$ cat src/rtl/ks_adder_pipe.sv
// ks_adder_pipe: pipelined Kogge-Stone adder, {out_C,S} = A + B + in_C, valid/ready on both sides.
// Define KSA_OVF_EN to add the registered signed-overflow output out_ovf.
module ks_adder_pipe #(
    parameter int WIDTH       = 16,
    parameter int PIPE_LEVELS = 1
) (
    input  logic             clk,
    input  logic             rst_n,
    input  logic             in_valid,
    output logic             in_ready,
    input  logic [WIDTH-1:0] A,
    input  logic [WIDTH-1:0] B,
    input  logic             in_C,
    output logic             out_valid,
    input  logic             out_ready,
    output logic [WIDTH-1:0] S,
`ifdef KSA_OVF_EN
    output logic             out_C,
    output logic             out_ovf
`else
    output logic             out_C
`endif
);

    localparam int LOG = $clog2(WIDTH);

    // Handshake: a transfer happens on valid & ready at a rising edge. The whole pipe
    // moves as one shift register (bubbles included) whenever the output slot is free
    // or being consumed; otherwise every stage holds, so in_ready mirrors advance.
    logic advance;
    logic out_valid_q;

    assign advance   = !out_valid_q || out_ready;
    assign in_ready  = advance;
    assign out_valid = out_valid_q;

    // Stage 0: bitwise generate/propagate; carry-in is merged into bit 0's generate,
    // which is equivalent to treating it as the generate of position -1.
    logic [WIDTH-1:0] s0_g_d, s0_g_q, s0_p_q;
    logic             s0_c_q, s0_v_q;

    always_comb begin
        s0_g_d    = A & B;
        s0_g_d[0] = (A[0] & B[0]) | ((A[0] ^ B[0]) & in_C);
    end

    always_ff @(posedge clk or negedge rst_n) begin
        if (!rst_n) begin
            s0_g_q <= '0;
            s0_p_q <= '0;
            s0_c_q <= 1'b0;
            s0_v_q <= 1'b0;
        end else if (advance) begin
            s0_g_q <= s0_g_d;
            s0_p_q <= A ^ B;
            s0_c_q <= in_C;
            s0_v_q <= in_valid;
        end
    end

    for (genvar k = 0; k < LOG; k++) begin : g_lvl
        localparam int D = 1 << k;

        logic [WIDTH-1:0] g_in, p_in, r_in, g_d, p_d, g_o, p_o, r_o;
        logic             c_in, v_in, c_o, v_o;

        if (k == 0) begin : g_src
            assign g_in = s0_g_q;
            assign p_in = s0_p_q;
            assign r_in = s0_p_q;
            assign c_in = s0_c_q;
            assign v_in = s0_v_q;
        end else begin : g_src
            assign g_in = g_lvl[k-1].g_o;
            assign p_in = g_lvl[k-1].p_o;
            assign r_in = g_lvl[k-1].r_o;
            assign c_in = g_lvl[k-1].c_o;
            assign v_in = g_lvl[k-1].v_o;
        end

        // Prefix operator at distance D; the low D positions are already complete.
        always_comb begin
            g_d = g_in;
            p_d = p_in;
            for (int i = D; i < WIDTH; i++) begin
                g_d[i] = g_in[i] | (p_in[i] & g_in[i-D]);
                p_d[i] = p_in[i] & p_in[i-D];
            end
        end

        if (PIPE_LEVELS != 0) begin : g_reg
            logic [WIDTH-1:0] g_q, p_q, r_q;
            logic             c_q, v_q;

            always_ff @(posedge clk or negedge rst_n) begin
                if (!rst_n) begin
                    g_q <= '0;
                    p_q <= '0;
                    r_q <= '0;
                    c_q <= 1'b0;
                    v_q <= 1'b0;
                end else if (advance) begin
                    g_q <= g_d;
                    p_q <= p_d;
                    r_q <= r_in;
                    c_q <= c_in;
                    v_q <= v_in;
                end
            end

            assign g_o = g_q;
            assign p_o = p_q;
            assign r_o = r_q;
            assign c_o = c_q;
            assign v_o = v_q;
        end else begin : g_wire
            assign g_o = g_d;
            assign p_o = p_d;
            assign r_o = r_in;
            assign c_o = c_in;
            assign v_o = v_in;
        end
    end

    // gc[i] is the carry out of bit i with in_C already included.
    logic [WIDTH-1:0] gc, pr, s_d, s_q;
    logic             cf, vf, out_c_q, unused_p;

    assign gc       = g_lvl[LOG-1].g_o;
    assign pr       = g_lvl[LOG-1].r_o;
    assign cf       = g_lvl[LOG-1].c_o;
    assign vf       = g_lvl[LOG-1].v_o;
    assign unused_p = ^g_lvl[LOG-1].p_o;
    assign s_d      = pr ^ {gc[WIDTH-2:0], cf};

    always_ff @(posedge clk or negedge rst_n) begin
        if (!rst_n) begin
            s_q         <= '0;
            out_c_q     <= 1'b0;
            out_valid_q <= 1'b0;
        end else if (advance) begin
            s_q         <= s_d;
            out_c_q     <= gc[WIDTH-1];
            out_valid_q <= vf;
        end
    end

    assign S     = s_q;
    assign out_C = out_c_q;

`ifdef KSA_OVF_EN
    logic ovf_q;

    always_ff @(posedge clk or negedge rst_n) begin
        if (!rst_n) begin
            ovf_q <= 1'b0;
        end else if (advance) begin
            ovf_q <= gc[WIDTH-2] ^ gc[WIDTH-1];
        end
    end

    assign out_ovf = ovf_q;
`endif

endmodule

$ cat config.mk
export PLATFORM = sky130hd
export DESIGN_NAME = ks_adder_pipe
export DESIGN_NICKNAME = d
export VERILOG_FILES = /design/src/rtl/ks_adder_pipe.sv
export SDC_FILE = /design/constraint.sdc
export NUM_CORES = 1
export LEC_CHECK = 0
export ABC_AREA = 1
export BUFFER_PORTS_ARGS = -buffer_cell sky130_fd_sc_hd__buf_4
export CORE_ASPECT_RATIO = 1.5
export CORE_MARGIN = 5
export CORE_UTILIZATION = 57
export CTS_BUF_LIST = sky130_fd_sc_hd__clkbuf_8
export DETAILED_ROUTE_END_ITERATION = 10
export GPL_ROUTABILITY_DRIVEN = 0
export PLACE_DENSITY = 0.74
export REMOVE_ABC_BUFFERS = 1
export SLEW_MARGIN = 0
export SYNTH_ARGS = -nofsm -noshare
export SYNTH_HDL_FRONTEND = slang
export SYNTH_SLANG_ARGS = --single-unit
$ cat constraint.sdc
create_clock -name clk -period 1.1 [get_ports clk]
set_input_delay 0.33 -clock clk [delete_from_list [all_inputs] [get_ports clk]]
set_output_delay 0.33 -clock clk [all_outputs]
set_load 0.05 [all_outputs]
==> flow_metrics.tcl <==
set metrics [dict create \
    status "finished, violations left" \
    violations "setup timing" \
    power_uw 34840 \
    cts_tree "built" \
    ir_drop_mv 1.681 \
    boundaryPins 56 \
    wire_per_inst_um 16.97 \
    core_area_um2 16120 \
    hp-start "in_valid" \
    diodes 0 \
    drv_cap 0 \
    timing.final.crit_period_ns 1.505 \
    clock-sinks 222 \
    place_worst_setup_slack_ns -0.1259 \
    hold_depth 3 \
    netlist_instances 1126 \
    finalCritPeriodShare_pct 136.9 \
    num_vias 7926 \
    viasPerCell 5.399 \
    ys_seq_area_share_pct 59.94 \
    cp-start-kind "flop" \
    drc_errors 0 \
    layout-drive-gt1-share_pct 19.18 \
    required_ns 1.47 \
    antenna_found_initial 0 \
    fin_ws_ns -0.4055 \
    switching_share_pct 37.40 \
    internal_power_uw 21810 \
    rows 57 \
    rsz0062_at_grt "yes" \
    path_class "flop to flop" \
    p_comb_share_pct 38.3 \
    clock_power_share_pct 21.0 \
    p_switching_uw 13030 \
    fin_cells 1468 \
    hold_viol_final 0 \
    skew_ns 0.02743 \
    fmax_ghz 0.6642 \
    slew_headroom_pct 81.82 \
    die_x_um 114.1 \
    clock_tree.htree_level_count 2 \
    cp_data_arrival_time_ns 1.88 \
    area_delta_synth_final_pct 33.22 \
    synth_area_um2 9269 \
    clockRootBuffer "clkbuf_8" \
    routed_wl_um 24910 \
    clock_path_buffers 3 \
    die-area_um2 18960 \
    grt_max_degree 51 \
    power.density_cell_area_nw_per_um2 2821 \
    grt_pass1_vias 8339 \
    ys_types 11 \
    setup_violations 241 \
    syn_area_per_cell_um2 8.232 \
    drtPass1Iterations 6 \
    r2r-start "out_valid" \
    start_util_pct 57.51 \
    worstRegToRegCells 8 \
    detail-route-antenna-nets 0 \
    die_h_um 166.2 \
    clkTransAtPathRegs_ns 0.07 \
    worst_pin_slew_ns 0.2727 \
    timing.hold.ws_ns 0.04404 \
    ys_ff_latch 222 \
    dr.first_iter.drc_count 607 \
    synth-warning-count 0 \
    regToRegSetupSlack_ns -0.41 \
    clk_latency_ns 0.50 \
    final_nets 1294 \
    hpwlAfterDp_um 11750 \
    endpoint_kind "flop" \
    whs_endpoint "g_lvl[0].v_in" \
    drv_slew 0 \
    grtUsageTotal_pct 27.01 \
    grt_first_pass_wirelength_um 41330 \
    numPlacedInstances 1359 \
    p_leak_uw 0.006778 \
    io_buffers 55 \
    seq_power_share_pct 40.6 \
    cp_max_fo 8 \
    hold_path_class "input port to flop" \
    cts_inserted_buffers 34 \
    overflow 0 \
    timing.rr.end "g_lvl[2].g_o[9]" \
]
-- state kept, by name, summed over array words and instances (netlist names) --
signal,flops
g_lvl.p_in,16
S,16
g_lvl.g_reg.p_q,37
g_lvl.v_in,1
out_valid,1
cf,1
g_lvl.g_o,64
g_lvl.g_reg.r_q,61
g_lvl.g_reg.v_q,4
g_lvl.c_in,1
g_lvl.g_in,16
out_C,1
g_lvl.c_o,3
-- cell type report --
| type | instances | area, um^2 |
|---|---|---|
| Timing Repair Buffer | 127 | 2085 |
| Multi-Input combinational cell | 769 | 3386 |
| Sequential cell | 222 | 5555 |
| Clock inverter | 10 | 91.34 |
| Clock buffer | 47 | 646.9 |
| Inverter | 87 | 326.6 |
| Fill cell | 1072 | 3770 |
| Tap cell | 206 | 257.7 |
-- stage by stage --
stage,cell area [um^2],TNS [ns],utilization [%]
2_1_floorplan,9035,-887.68,-
3_3_place_gp,10070,-9.613,62.48
3_5_place_dp,10070,-11.40,62.48
4_1_cts,12190,-69.54,75.60
5_1_grt,12350,-85.47,76.61
6_report,12350,-74.77,76.61
-- worst max-delay path, cell delays in order (launching register included) --
cell	delay [ns]
dfrtp_1	0.42
buf_4	0.15
inv_2	0.06
nor2_4	0.04
buf_12	0.13
buf_12	0.15
bufbuf_16	0.28
nand2_1	0.08
nand2_1	0.07
-- synth_stat cells --
master,n,area (um^2)
dfrtp_1,222,5555
inv_2,2,7.510
buf_4,1,7.510
nand3_1,50,250.2
clkbuf_1,7,26.28
o21ai_0,45,225.2
nor2_4,1,11.26
nand2_1,657,2466
ha_1,16,200.2
inv_1,85,319.1
buf_2,40,200.2
-- power groups by stage --
| stage | registers [uW] | clock network (uW) | logic (uW) |
|---|---|---|---|
| final | 14200 | 7320 | 13400 |
| after global routing | 14500 | 7780 | 14600 |
| after CTS | 13900 | 7360 | 12700 |
| after detailed placement | 13900 | 0 | 8810 |
| after global placement | 13800 | 0 | 8570 |
| after floorplan | 13000 | 0 | 3520 |
-- layout by cell type, fill, tap and decap left out, types with 2 or more instances in the layout --
master	n
nand2_1	614
dfrtp_1	222
inv_1	92
buf_4	49
clkbuf_8	47
nand3_1	42
nand2_2	35
buf_16	28
o21ai_0	18
buf_6	18
ha_1	16
o21ai_1	15
buf_12	15
o21ai_2	12
bufbuf_16	11
nand2_4	8
nand3_2	8
buf_8	5
inv_2	2
bufinv_16	2
-- worst max-delay path by stage --
stage | startpoint | end | slack, ns | cells after the start
final | out_valid | g_lvl[2].g_o[9] | -0.41 | 8
after global routing | out_valid | g_lvl[2].g_o[9] | -0.44 | 8
after CTS | out_valid | in_ready | -0.39 | 2
after detailed placement | out_ready | g_lvl[0].g_in[14] | -0.13 | 6
after global placement | out_ready | g_lvl[1].g_reg.p_q[13] | -0.09 | 6
after floorplan | out_valid | cf | -4.15 | 2
-- kinds of logic (layout without fill, tap and decap cells) --
kind of cell | after synthesis | in the layout | share of synthesized area [%]
and+or+nand+nor | 708 | 708 | 29.43
buffers and inverters | 135 | 271 | 6.048
adders and majority gates | 16 | 16 | 2.160
DFF | 222 | 222 | 59.94
AOI/OAI and AO/OA | 45 | 45 | 2.430
-- what timing repair did --
action | in CTS | in global routing
hold endpoints to repair | 205 | 0
hold buffers | 1 | 0
setup endpoints to repair | 237 | 241
gates resized for setup | 101 | 52
setup buffers | 17 | 2
pin swaps | 2 | 2
cloned | 32 | 0
-- layer usage --
metal	global-route usage [%]	share of wire, %	vias to the layer above
met3	3.281	5.0	98
li1	-	-	3660
met5	0	0	-
met1	31.95	37	3836
met4	14.52	5.3	0
met2	47.25	53	332
(Power assumes the default switching activity.)
